<file path="src/rtl/ex_stage.sv">
// rtl/ex_stage.sv - MIPS EX stage: ALU, branch adder, dst select, iterative MULT with HI/LO; optional EX_FWD_EN forwarding
module ex_stage #(
  parameter int MUL_CYCLES = 32
) (
  input  logic        clk,
  input  logic        rst_n,
  input  logic        flush,
`ifdef EX_FWD_EN
  input  logic [1:0]  fwd_a,
  input  logic [1:0]  fwd_b,
  input  logic [31:0] mem_fwd,
  input  logic [31:0] wb_fwd,
`endif
  input  logic [1:0]  WB_ctrl,
  input  logic [2:0]  Mem_ctrl,
  input  logic [3:0]  EX_ctrl,
  input  logic [31:0] EX_adder,
  input  logic [31:0] EX_ALU,
  input  logic [31:0] EXMux0_latch,
  input  logic [31:0] IR_out,
  input  logic [4:0]  EXMux0,
  input  logic [4:0]  EXMux1,
  output logic        stall,
  output logic [1:0]  exmem_wb,
  output logic [2:0]  exmem_m,
  output logic [31:0] exmem_target,
  output logic        exmem_zero,
  output logic [31:0] exmem_alu,
  output logic [31:0] exmem_wdata,
  output logic [4:0]  exmem_dst
);

  localparam int CNT_W = (MUL_CYCLES > 1) ? $clog2(MUL_CYCLES) : 1;
  localparam logic [CNT_W-1:0] CNT_LAST = CNT_W'(MUL_CYCLES - 1);

  typedef enum logic [1:0] {S_IDLE, S_MUL, S_DONE} state_t;

  state_t           state_q, state_d;
  logic [CNT_W-1:0] cnt_q, cnt_d;
  logic [63:0]      mcand_q, mcand_d;
  logic [63:0]      acc_q, acc_d;
  logic [31:0]      mplier_q, mplier_d;
  logic             neg_q, neg_d;
  logic [31:0]      hi_q, hi_d, lo_q, lo_d;

  logic [1:0]       wb_q;
  logic [2:0]       m_q;
  logic [31:0]      target_q, alu_q, wdata_q;
  logic             zero_q;
  logic [4:0]       dst_q;

  logic [31:0]      op_a, op_b_reg, op_b, alu_res, a_mag, b_mag;
  logic [63:0]      acc_step, prod;
  logic             is_mult, reg_write_ok, bubble, stall_c;

`ifdef EX_FWD_EN
  // Forwarding muxes; 11 falls back to the register operand
  always_comb begin
    case (fwd_a)
      2'b10:   op_a = mem_fwd;
      2'b01:   op_a = wb_fwd;
      default: op_a = EX_ALU;
    endcase
    case (fwd_b)
      2'b10:   op_b_reg = mem_fwd;
      2'b01:   op_b_reg = wb_fwd;
      default: op_b_reg = EXMux0_latch;
    endcase
  end
`else
  assign op_a     = EX_ALU;
  assign op_b_reg = EXMux0_latch;
`endif

  assign op_b = EX_ctrl[0] ? IR_out : op_b_reg;

  // ALU control decode and ALU operation
  always_comb begin
    alu_res      = '0;
    reg_write_ok = 1'b1;
    is_mult      = 1'b0;
    case (EX_ctrl[2:1])
      2'b00, 2'b11: alu_res = op_a + op_b;
      2'b01:        alu_res = op_a - op_b;
      default: begin
        case (IR_out[5:0])
          6'h20:   alu_res = op_a + op_b;
          6'h22:   alu_res = op_a - op_b;
          6'h24:   alu_res = op_a & op_b;
          6'h25:   alu_res = op_a | op_b;
          6'h2A:   alu_res = {31'b0, $signed(op_a) < $signed(op_b)};
          6'h18:   is_mult = 1'b1;
          6'h10:   alu_res = hi_q;
          6'h12:   alu_res = lo_q;
          default: reg_write_ok = 1'b0;
        endcase
      end
    endcase
  end

  assign a_mag    = op_a[31] ? (~op_a + 32'd1) : op_a;
  assign b_mag    = op_b_reg[31] ? (~op_b_reg + 32'd1) : op_b_reg;
  assign acc_step = acc_q + (mplier_q[0] ? mcand_q : 64'd0);
  assign prod     = neg_q ? (~acc_step + 64'd1) : acc_step;

  // Multiplier FSM next state, datapath step and stall request
  always_comb begin
    state_d  = state_q;
    cnt_d    = cnt_q;
    mcand_d  = mcand_q;
    mplier_d = mplier_q;
    acc_d    = acc_q;
    neg_d    = neg_q;
    hi_d     = hi_q;
    lo_d     = lo_q;
    stall_c  = 1'b0;
    case (state_q)
      S_IDLE: begin
        if (is_mult && !flush) begin
          stall_c  = 1'b1;
          state_d  = S_MUL;
          mcand_d  = {32'b0, a_mag};
          mplier_d = b_mag;
          neg_d    = op_a[31] ^ op_b_reg[31];
          acc_d    = '0;
          cnt_d    = '0;
        end
      end
      S_MUL: begin
        stall_c = 1'b1;
        if (flush) begin
          state_d = S_IDLE;
          cnt_d   = '0;
        end else begin
          acc_d    = acc_step;
          mcand_d  = mcand_q << 1;
          mplier_d = mplier_q >> 1;
          if (cnt_q == CNT_LAST) begin
            state_d = S_DONE;
            cnt_d   = '0;
            hi_d    = prod[63:32];
            lo_d    = prod[31:0];
          end else begin
            cnt_d = cnt_q + 1'b1;
          end
        end
      end
      default: state_d = S_IDLE;
    endcase
  end

  // Stall is suppressed while reset is held so the front end is free
  assign stall  = rst_n & stall_c;
  // MULT in any phase never reaches MEM/WB as a live instruction
  assign bubble = flush | (state_q != S_IDLE) | is_mult;

  // Multiplier and HI/LO state
  always_ff @(posedge clk or negedge rst_n) begin
    if (!rst_n) begin
      state_q  <= S_IDLE;
      cnt_q    <= '0;
      mcand_q  <= '0;
      mplier_q <= '0;
      acc_q    <= '0;
      neg_q    <= 1'b0;
      hi_q     <= '0;
      lo_q     <= '0;
    end else begin
      state_q  <= state_d;
      cnt_q    <= cnt_d;
      mcand_q  <= mcand_d;
      mplier_q <= mplier_d;
      acc_q    <= acc_d;
      neg_q    <= neg_d;
      hi_q     <= hi_d;
      lo_q     <= lo_d;
    end
  end

  // EX/MEM latch; control fields zeroed for bubbles, data always captured
  always_ff @(posedge clk or negedge rst_n) begin
    if (!rst_n) begin
      wb_q     <= '0;
      m_q      <= '0;
      target_q <= '0;
      zero_q   <= 1'b0;
      alu_q    <= '0;
      wdata_q  <= '0;
      dst_q    <= '0;
    end else begin
      wb_q     <= bubble ? 2'b00 : {WB_ctrl[1] & reg_write_ok, WB_ctrl[0]};
      m_q      <= bubble ? 3'b000 : Mem_ctrl;
      dst_q    <= bubble ? 5'd0 : (EX_ctrl[3] ? EXMux1 : EXMux0);
      target_q <= EX_adder + (IR_out << 2);
      zero_q   <= (alu_res == 32'd0);
      alu_q    <= alu_res;
      wdata_q  <= op_b_reg;
    end
  end

  assign exmem_wb     = wb_q;
  assign exmem_m      = m_q;
  assign exmem_target = target_q;
  assign exmem_zero   = zero_q;
  assign exmem_alu    = alu_q;
  assign exmem_wdata  = wdata_q;
  assign exmem_dst    = dst_q;

endmodule

</file>
<file path="config.mk">
export PLATFORM = sky130hd
export DESIGN_NAME = ex_stage
export DESIGN_NICKNAME = d
export VERILOG_FILES = /design/src/rtl/ex_stage.sv
export SDC_FILE = /design/constraint.sdc
export NUM_CORES = 1
export LEC_CHECK = 0
export CORE_UTILIZATION = 30
export CTS_CLUSTER_DIAMETER = 200
export DETAILED_ROUTE_END_ITERATION = 10
export DONT_BUFFER_PORTS = 1
export SYNTH_ARGS = -nofsm -noshare
export SYNTH_HDL_FRONTEND = slang
export SYNTH_SLANG_ARGS = --single-unit
</file>
<file path="constraint.sdc">
create_clock -name clk -period 4.33 [get_ports clk]
set_clock_uncertainty 0.1 [all_clocks]
set_input_delay 0 -clock clk [delete_from_list [all_inputs] [get_ports clk]]
set_output_delay 0 -clock clk [all_outputs]
set_load 0.1 [all_outputs]
</file>
# Yosys cells after proc, flatten, opt, wreduce, memory -nomap -nowiden
# Index checks and enable logic that the tools add are counted.
dict set report word_totals {
  register_bits 339
  out_inout_bits 108
  word_cells 99
  input_bits 150
}
dict set report classes {
  n_lt_le_gt_ge 1
  muxes 34
  n_addsub 8
  bitwise_logic 11
  eq_ne 15
  reduce_logical 15
}
# operator count
set op_table {}
lappend op_table {{$mux 64} 6}
lappend op_table {{$pmux 64 s2} 2}
lappend op_table {{$pmux 32 s7} 1}
lappend op_table {{$mux 32} 5}
lappend op_table {{$pmux 32 s2} 2}
lappend op_table {{$add 32x1->32 const B} 2}
lappend op_table {{$add 32x32->32} 2}
lappend op_table {{$add 64x1->64 const B} 1}
lappend op_table {{$add 64x64->64} 1}
lappend op_table {{$not 32->32} 2}
lappend op_table {{$not 64->64} 1}
lappend op_table {{$and 32x32->32} 1}
lappend op_table {{$logic_not 32->1} 1}
lappend op_table {{$lt 32x32->1} 1}
lappend op_table {{$or 32x32->32} 1}
lappend op_table {{$sub 32x32->32} 1}
lappend op_table {{$eq 6x6->1 const B} 5}
lappend op_table {{$mux 5} 5}
lappend op_table {{$eq 6x5->1 const B} 3}
lappend op_table {{$pmux 5 s2} 1}
lappend op_table {{$mux 2} 4}
lappend op_table {{$reduce_or 8->1} 1}
lappend op_table {{$reduce_and 2->1} 3}
lappend op_table {{$reduce_and 3->1} 2}
lappend op_table {{20 further kinds} 30}

# Depth between registers and ports, before layout
# Gate-level depths: netlist (run 1).
dict set report logic_depth {
  depth_word 7
  ltp_mapped 20
}

# Worst setup path before layout (run 1)
# No wires, ideal clock.
dict set report synth_timing {
  path_type {input-to-reg}
  start {input EX_ctrl[0]}
  end {register zero_q (netlist: exmem_zero)}
  t_required_ns 4.135
  path_slack_ns -0.852
  setup_ns 0.095
  path_stages 19
  t_arrival_ns 4.986
  path_cell_list {clkbuf_1 > buf_1 > o21a_1 > inv_1 > ha_1 > fa_1 > o21ba_2 > or4_1 > and3_1 > or2_2 > a221oi_1 > or3_1 > or4b_1 > or4_1 > nor4_2 > nand4b_1 > or4b_1 > nor4_1 > nor4b_2}
}
dict set report synth_via {
  elab_chain_cells 5
  word_cells_on_any_way 9
}
# item line
set synth_rtl {}
lappend synth_rtl {{start: declaration} 16} ;# input logic [3:0] EX_ctrl,
lappend synth_rtl {{$mux 32 (*)} 75} ;# assign op_b = EX_ctrl[0] ? IR_out : op_b_reg;
lappend synth_rtl {{$sub 32x32->32 (tied with other cells)} {84, 88}}
lappend synth_rtl {{$pmux 32 s7} 86} ;# case (IR_out[5:0])
lappend synth_rtl {{$pmux 32 s2 (*)} 82} ;# case (EX_ctrl[2:1])
lappend synth_rtl {{$logic_not 32->1 (*)} 195} ;# zero_q <= (alu_res == 32'd0);
lappend synth_rtl {{end signal: assignment} 195}
lappend synth_rtl {{end: declaration} 49} ;# logic zero_q;
# Mark *: on every way between the ends. The rest lies on a longest branch, timed or not.
# A chain may end at the register's enable or synchronous reset.

# Worst setup path in the final report (run 1)
dict set report layout_timing {
  start {register mplier_q[0]}
  end {register hi_q[30]}
}
dict set report layout_via {
  elab_chain_cells 5
}
# item line
set layout_rtl {}
lappend layout_rtl {{start: declaration} 42} ;# logic [31:0] mplier_q, mplier_d;
lappend layout_rtl {{start signal: assignment} 172} ;# mplier_q <= mplier_d;
lappend layout_rtl {{$mux 64 (*)} 103} ;# assign acc_step = acc_q + (mplier_q[0] ? mcand_q : 64'd0);
lappend layout_rtl {{$add 64x64->64 (*)} 103}
lappend layout_rtl {{$not 64->64} 104} ;# assign prod = neg_q ? (~acc_step + 64'd1) : acc_step;
lappend layout_rtl {{$add 64x1->64} 104}
lappend layout_rtl {{$mux 64 (*)} 104}
lappend layout_rtl {{end signal: assignment} 175} ;# hi_q <= hi_d;
lappend layout_rtl {{end: declaration} 44} ;# logic [31:0] hi_q, hi_d, lo_q, lo_d;
# Marked as above.

==> impl_summary.txt, run 1 <==
----------------------------------------------------
[Layout]
  Area growth, synth to finish ... 41.2%
  Fraction of layout instances using a drive strength above 1 ... 23.2%
  Number of nets at the end of the flow ... 4,545
  Final standard cell utilization of the core ... 42.9%
  Post-route standard cell area excluding fillers ... 38,700 µm²

[Critical path]
  Source of the worst register-to-register timing path ... mplier_q[0]
  Worst Setup Start Kind ... flip-flop
  Number of cells on the critical path ... 20
  Most Frequent Cell on Critical Path ... sky130_fd_sc_hd__buf_4
  Cell-by-cell trace of the critical path ... buf_12 -> and2_4 -> ha_4 -> o21ai_2 -> or3_4 -> buf_4 -> nor3_4 -> buf_12 -> a21boi_4 -> buf_6 -> o21a_4 -> a211o_1 -> a211oi_2 -> nor4bb_1 -> buf_4 -> buf_4 -> or3_1 -> o41ai_4 -> xor2_1 -> o21ai_0
  Required time of the worst setup path ... 4670 ps
  Category of cells accounting for the largest share of critical-path delay ... compound AO/OA/AOI/OAI gates
  Critical path peak fanout ... 7
  Register-to-Register Path Depth ... 20
  Slowest cell on the critical path ... sky130_fd_sc_hd__or3_1
  Type of destination of the critical path ... flip-flop
  Internal reg-to-reg setup slack ... -370 ps
  Reg-to-reg critical path endpoint ... hi_q[30]
  Crit path DAT ... 5040 ps
  Crit Path Category ... flip-flop to flip-flop
  Buffer and inverter count on the worst path ... 6
  Crit path largest cell delay ... 460 ps

[Synthesis]
  Syn Nets ... 3,776
  Number of instances in the synthesized netlist ... 3,400
  EDFF count, synth ... 0
  Sequential area share after synthesis ... 31.0%
  Avg Inst Size Synth ... 8.05 µm²
  Synth warnings ... 0
  Cell variety after synth ... 87
  Proportion of register bits with asynchronous set or reset after synthesis ... 100%
  Register bit count reported by yosys ... 339
  Post-Synthesis Cell Area ... 27,400 µm²
  Synth Flop Type ... sky130_fd_sc_hd__dfrtp_1

[Clock network]
  Root Buffer Master ... sky130_fd_sc_hd__clkbuf_16
  Maximum number of buffers from clock root to sink ... 3
  Number of clock sinks ... between 300 and 400
  Clk pin slew, worst setup/hold paths ... around 60 ps
  CTS tree ... yes
  H-tree levels ... 2
  Clock Latency Late Sink ... 610 ps
  Number of buffers created by CTS ... 42

[Detailed routing]
  Antenna Nets Post-Route ... 0
  Routed wire length per instance ... 21.3 µm
  Via count normalized by instance count ... 5.48
  Overall routed net length ... between 100,000 and 150,000 µm
  Vias after detailed routing ... 29,515
  Detailed-router iteration count before antenna repair ... 7
  First-iteration detailed-routing DRC count ... 2,511
  Residual DRC ... 0

[Floorplanning]
  Die Outline Area ... 92,500 µm²
  Die width ... 304 µm
  Std-Cell Core Area ... 90,100 µm²
  Row cnt ... 110
  Starting density of the core ... 30.4%
  Vertical extent of the die ... 304 µm
  IO Pins ... around 260

[GRT]
  Largest net degree at the start of global routing ... around 340
  Antenna violations before repair ... 10
  Total overflow reported by the global router ... 0
  Wire length of the first global-routing pass ... roughly 170,000 µm
  GRT Total Usage ... 24.1%
  Via count of the first global-routing pass ... 28,839

[Timing]
  Slew at the pin closest to its max-slew limit ... 1410 ps
  FMAX ... about 210 MHz
  Final setup viols ... 35
  Max transition margin ... approximately 6.0%
  Final Max Tran Viols ... 0
  Final critical-path setup slack ... -371 ps
  Final worst-path cycle share ... 109%
  Final period demand of the worst path ... 4700 ps
  Final hold slack ... -1010 ps
  Unrepaired setup endpoints after global routing ... true
  Count of final hold-check violations ... 339

[Power]
  Total power after layout ... 11,900 µW
  Static leakage ... roughly 0.018 µW
  Peak supply drop ... 214 µV
  Power density cells ... between 300 and 400 nW/µm²

[Job]
  Max-cap viol count ... 0

[Min path]
  Worst hold-check path type ... input pin to async pin

[Placed design]
  Post-place instance area ... 32,900 µm²
  Number of port buffers ... 0
  Final weighted congestion of routability-driven global placement ... around 0.97
  Sum of net half-perimeters after detailed placement ... approximately 82,000 µm

[Run status]
  Status ... finished with violations
  Failing checks ... hold timing, setup timing

----------------------------------------------------
==> what timing repair did <==
action	in CTS	in global routing
pin swaps	48	51
hold buffers	249	2
gates resized for setup	212	107
setup endpoints to repair	41	55
cloned	2	0
buffers inserted	41	20
hold endpoints to repair	560	341
==> logic make-up (layout without fill, tap and decap cells) <==
family | Yosys count | count (layout) | synth area share, %
compound gates | 1143 | 1143 | 26.8
xor+xnor | 193 | 193 | 6.17
fa+ha+maj | 226 | 226 | 10.4
buf+inv | 330 | 1130 | 4.57
flops | 339 | 339 | 31.0
mux | 51 | 51 | 1.89
other cells | 0 | 10 | 0
simple gates | 1118 | 1118 | 19.2
==> final cells by class <==
class | instances | area, µm²
Tap cell | 1176 | 1470
Inverter | 148 | 563
Sequential cell | 339 | 8490
Antenna cell | 10 | 25.0
Clock buffer | 59 | 1200
Timing Repair Buffer | 907 | 7630
Fill cell | 8852 | 51500
Clock inverter | 16 | 206
Multi-Input combinational cell | 2731 | 19100
==> state kept, by name, indices dropped and copies added, names as in the netlist <==
register      flops
acc_q            64
mcand_q          64
exmem_alu        32
hi_q             32
cnt_q             5
state_q           2
exmem_zero        1
exmem_target     32
exmem_wdata      32
lo_q             32
mplier_q         32
neg_q             1
exmem_wb          2
exmem_m           3
exmem_dst         5
==> how the worst max path moves through the flow <==
stage	from	endpoint
CTS	mplier_q[0]	hi_q[31]
finish	mplier_q[0]	hi_q[30]
detailed placement	EXMux0_latch[0]	exmem_zero
global placement	EXMux0_latch[0]	exmem_zero
global route	mplier_q[0]	hi_q[28]
floorplan	EX_ctrl[0]	exmem_zero
==> synthesized netlist by cell type, types with 32 or more instances <==
cell type / number / area share (%)
sky130_fd_sc_hd__mux2i_1: 46 / 1.7
sky130_fd_sc_hd__nand4_1: 32 / 0.73
sky130_fd_sc_hd__nand3_1: 52 / 0.95
sky130_fd_sc_hd__nand2_1: 465 / 6.4
sky130_fd_sc_hd__xnor2_1: 109 / 3.5
sky130_fd_sc_hd__a21o_1: 53 / 1.5
sky130_fd_sc_hd__nor2_1: 232 / 3.2
sky130_fd_sc_hd__dfrtp_1: 339 / 31
sky130_fd_sc_hd__clkbuf_1: 159 / 2.2
sky130_fd_sc_hd__nor3_1: 60 / 1.1
sky130_fd_sc_hd__a21oi_1: 256 / 4.7
sky130_fd_sc_hd__o21bai_1: 39 / 1.1
sky130_fd_sc_hd__o21ai_0: 358 / 6.5
sky130_fd_sc_hd__o31ai_1: 47 / 1.3
sky130_fd_sc_hd__ha_1: 222 / 10
sky130_fd_sc_hd__or3_1: 36 / 0.82
sky130_fd_sc_hd__xor2_1: 84 / 2.7
sky130_fd_sc_hd__and2_1: 80 / 1.8
sky130_fd_sc_hd__o22ai_1: 42 / 0.96
sky130_fd_sc_hd__a221oi_1: 37 / 1.2
sky130_fd_sc_hd__o211ai_1: 37 / 1.0
sky130_fd_sc_hd__inv_1: 148 / 2.0
==> report_power, final <==
group	internal [µW]	switching, µW
combinational	1770	1850
sequential	3420	1210
clock	2180	1500
total	7370	4560
==> metal layers <==
layer / up-vias / wire, µm / track usage [%]
li1: 13791 / - / -
met1: 14219 / 48900 / 30.8
met2: 1184 / 52500 / 38.7
met3: 321 / 6840 / 3.87
met4: 0 / 6700 / 13.4
met5: - / 0 / 0
==> cell usage in the layout (no fill, tap or decap), drive strengths merged, types with 84 or more instances in the layout <==
| cell type | n |
|---|---|
| a21oi | 257 |
| buf | 657 |
| dfrtp | 339 |
| dlygate4sd3 | 249 |
| ha | 222 |
| inv | 148 |
| nand2 | 465 |
| nor2 | 232 |
| o21ai | 362 |
| xnor2 | 109 |
| xor2 | 84 |
==> per-stage QoR <==
| step | instances | setup WS, ps | setup TNS (ps) | hold slack, ps |
|---|---|---|---|---|
| after global placement | 4998 | -978 | -15310 | -388 |
| after CTS | 5364 | -255 | -3980 | -1040 |
| after detailed placement | 4998 | -982 | -16850 | -390 |
| after floorplan | 3400 | -397 | -568 | -396 |
| final | 5386 | -371 | -7230 | -1010 |
| after global routing | 5383 | -541 | -13670 | -1030 |
Power figures use the tool's default switching activity.
==> inputs of run 2 (changes only) <==
--- a/config.mk
+++ b/config.mk
@@ -5,6 +5,7 @@
 export SDC_FILE = /design/constraint.sdc
 export NUM_CORES = 1
 export LEC_CHECK = 0
+export ABC_AREA = 0
 export CORE_UTILIZATION = 30
 export CTS_CLUSTER_DIAMETER = 200
 export DETAILED_ROUTE_END_ITERATION = 10
==> constraint.sdc (replaced) <==
create_clock -name clk -period 4.08 [get_ports clk]
set_clock_uncertainty 0.1 [all_clocks]
set_input_delay 0 -clock clk [delete_from_list [all_inputs] [get_ports clk]]
set_output_delay 0 -clock clk [all_outputs]
set_load 0.1 [all_outputs]
==> impl_summary.txt, run 2 (synthesis results as in run 1) <==
----------------------------------------------------
[Detailed routing]
  Overall routed net length ... 115,000 µm (about the same)
  Via count normalized by instance count ... 5.42 (was 5.48)
  Residual DRC ... 0 (unchanged)
  Antenna Nets Post-Route ... 0 (unchanged)
  Detailed-router iteration count before antenna repair ... 7 (unchanged)
  Routed wire length per instance ... 21.0 µm (was 21.3 µm)
  Vias after detailed routing ... 29,655 (was 29,515)
  First-iteration detailed-routing DRC count ... 2,637 (was 2,511)

[Timing]
  Final hold slack ... -1030 ps (was -1010 ps)
  Final period demand of the worst path ... 4590 ps (was 4700 ps)
  Slew at the pin closest to its max-slew limit ... 1340 ps (was 1410 ps)
  FMAX ... 218 MHz (was 213 MHz)
  Unrepaired setup endpoints after global routing ... true (unchanged)
  Final setup viols ... 42 (was 35)
  Final Max Tran Viols ... 0 (unchanged)
  Setup_tns ... -14,690 ps (was -7230 ps)
  Max transition margin ... 10.2% (was 6.00%)
  Count of final hold-check violations ... 339 (unchanged)
  Final worst-path cycle share ... 113% (was 109%)
  Final critical-path setup slack ... -510 ps (was -371 ps)

[Critical path]
  Slowest cell on the critical path ... sky130_fd_sc_hd__or3_4 (was sky130_fd_sc_hd__or3_1)
  Critical path peak fanout ... 25 (was 7)
  Crit Path Category ... flip-flop to flip-flop (unchanged)
  Type of destination of the critical path ... flip-flop (unchanged)
  Cell-by-cell trace of the critical path ... buf_12 -> and2_4 -> ha_4 -> inv_2 -> fa_2 -> nor2b_2 -> o31a_1 -> o2111a_2 -> or3_4 -> a22oi_2 -> nand4b_1 -> nor4_4 -> buf_4 -> nand3_4 -> buf_6 -> buf_6 -> or2_4 -> o21ai_2 -> xor2_1 -> buf_4 -> o21ai_1 (was buf_12 -> and2_4 -> ha_4 -> o21ai_2 -> or3_4 -> buf_4 -> nor3_4 -> buf_12 -> a21boi_4 -> buf_6 -> o21a_4 -> a211o_1 -> a211oi_2 -> nor4bb_1 -> buf_4 -> buf_4 -> or3_1 -> o41ai_4 -> xor2_1 -> o21ai_0)
  Worst Setup Start Kind ... flip-flop (unchanged)
  Required time of the worst setup path ... 4470 ps (was 4670 ps)
  Crit path DAT ... 4990 ps (was 5040 ps)
  Crit path largest cell delay ... 400 ps (was 460 ps)

[Job]
  Max-cap viol count ... 0 (unchanged)

[Layout]
  Number of nets at the end of the flow ... 4,629 (was 4,545)
  Largest registers ... acc_q: 64 flops, mcand_q: 64 flops (unchanged)
  Most frequent cells in the layout ... sky130_fd_sc_hd__buf_4 (714), sky130_fd_sc_hd__nand2_1 (455), sky130_fd_sc_hd__dfrtp_1 (338) (was sky130_fd_sc_hd__buf_4 (628), sky130_fd_sc_hd__nand2_1 (453), sky130_fd_sc_hd__dfrtp_1 (337))
  Final standard cell utilization of the core ... 43.5% (was 42.9%)
  Most frequent standard cell in the layout excluding fill and tap cells ... sky130_fd_sc_hd__buf_4 (unchanged)
  Fraction of layout instances using a drive strength above 1 ... 24.4% (was 23.2%)
  Area growth, synth to finish ... 43.4% (was 41.2%)
  FILL cells ... 8,837 (was 8,852)

[Floorplanning]
  Die Outline Area ... 92,500 µm² (unchanged)
  Starting density of the core ... 30.4% (unchanged)
  Die width ... 304 µm (unchanged)
  Row cnt ... 110 (unchanged)
  Std-Cell Core Area ... 90,100 µm² (unchanged)
  IO Pins ... 258 (unchanged)
  Vertical extent of the die ... 304 µm (unchanged)

[GRT]
  Total overflow reported by the global router ... 0 (unchanged)
  Antenna violations before repair ... 7 (was 10)
  Via count of the first global-routing pass ... 28,607 (was 28,839)
  GRT Total Usage ... 23.9% (was 24.1%)
  Wire length of the first global-routing pass ... 174,000 µm (was 175,000 µm)
  Largest net degree at the start of global routing ... 341 (unchanged)

[Power]
  Net switching fraction of the power ... 38.3% (was 38.2%)
  Static leakage ... 0.0180 µW (was 0.0175 µW)
  Logic gate share of total power ... 30.0% (was 30.3%)
  Power share of the clock group ... 31.8% (was 30.8%)
  Peak supply drop ... 272 µV (was 214 µV)
  Internal portion of total power ... 7920 µW (was 7370 µW)
  Psw ... 4920 µW (was 4560 µW)
  Power density cells ... 327 nW/µm² (was 308 nW/µm²)
  Relative contribution of sequential cells to total power ... 38.2% (was 38.9%)

[Clock network]
  Root Buffer Master ... sky130_fd_sc_hd__clkbuf_16 (unchanged)
  Maximum number of buffers from clock root to sink ... 3 (unchanged)
  Post-CTS Hold Buffers ... 262 (was 249)
  Clk pin slew, worst setup/hold paths ... 70 ps (was 60 ps)
  Number of buffers created by CTS ... 41 (was 42)
  H-tree levels ... 2 (unchanged)
  Number of clock sinks ... 339 (unchanged)
  CTS tree ... yes (unchanged)
  Clock Latency Late Sink ... 620 ps (was 610 ps)

[Min path]
  Worst hold-check path type ... input pin to async pin (unchanged)

[Placed design]
  Final weighted congestion of routability-driven global placement ... 0.972 (was 0.973)
  Worst slack after detailed placement ... -1140 ps (was -982 ps)
  Sum of net half-perimeters after detailed placement ... 82,900 µm (was 81,700 µm)
  Number of port buffers ... 0 (unchanged)

[Run status]
  Status ... finished with violations (unchanged)
  Failing checks ... hold timing, setup timing (unchanged)

----------------------------------------------------
run 2: cell type report:
type,instances,area [µm²],share of cell area [%]
Antenna cell,10,25.0,0.0637
Sequential cell,339,8480,21.6
Clock buffer,53,1150,2.94
Clock inverter,22,318,0.810
Multi-Input combinational cell,2731,19000,48.5
Tap cell,1176,1470,3.75
Timing Repair Buffer,992,8220,20.9
Inverter,148,563,1.43
run 2: timing repair:
action                     4_1_cts  5_1_grt
setup endpoints to repair       50       67
buffers inserted                16       11
gates resized for setup         98      125
hold endpoints to repair       553      339
pin swaps                       32       43
run 2: path summary, 6_finish.rpt:
| check | start | end | slack (ps) | cells past startpoint |
|---|---|---|---|---|
| min in group clk | EX_ALU[2] | mcand_q[4] | 30 | 7 |
| worst max-delay path | mplier_q[0] | hi_q[5] | -510 | 21 |
| worst min register to register | mplier_q[31] | mplier_q[31] | 380 | 2 |
| worst min-delay path | rst_n | exmem_wdata[12] | -1030 | 0 |
| worst max register to register | mplier_q[0] | hi_q[5] | -510 | 21 |
| max in group asynchronous | rst_n | acc_q[3] | 3990 | 0 |
run 2: power groups by stage:
| stage | logic, µW | clock network (µW) | registers, µW |
|---|---|---|---|
| after CTS | 3650 | 4170 | 4890 |
| after global routing | 4150 | 4280 | 4930 |
| after global placement | 3180 | 0 | 4940 |
| after detailed placement | 3200 | 0 | 4950 |
| final | 3850 | 4090 | 4900 |
| after floorplan | 1810 | 0 | 4910 |
run 2: worst max-delay path, delay by kind of cell, from the launching register on:
family	cells	cell delay, ps
adder cells (fa/ha/maj)	2	360
AND/OR/NAND/NOR	7	1410
buffers and inverters	6	860
XOR/XNOR	1	190
flip-flops	1	390
AO/OA/AOI/OAI	5	1120
run 2: per-stage QoR:
step	instance area, µm²	hold WS [ps]	std cells	power [µW]
after floorplan	27800	-396	3400	6720
after global routing	39200	-1050	5468	13400
final	39300	-1030	5471	12800
after detailed placement	33900	-390	5097	8150
after CTS	38500	-1060	5450	12700
after global placement	33900	-389	5097	8120
run 2: per-layer routing:
metal / global-route usage (%) / part of all wire (%) / vias to the layer above
li1: - / - / 13986
met1: 31.0 / 43 / 14223
met2: 38.6 / 46 / 1117
met3: 3.64 / 6.1 / 327
met4: 12.2 / 5.3 / 2
met5: 0 / 0.011 / -
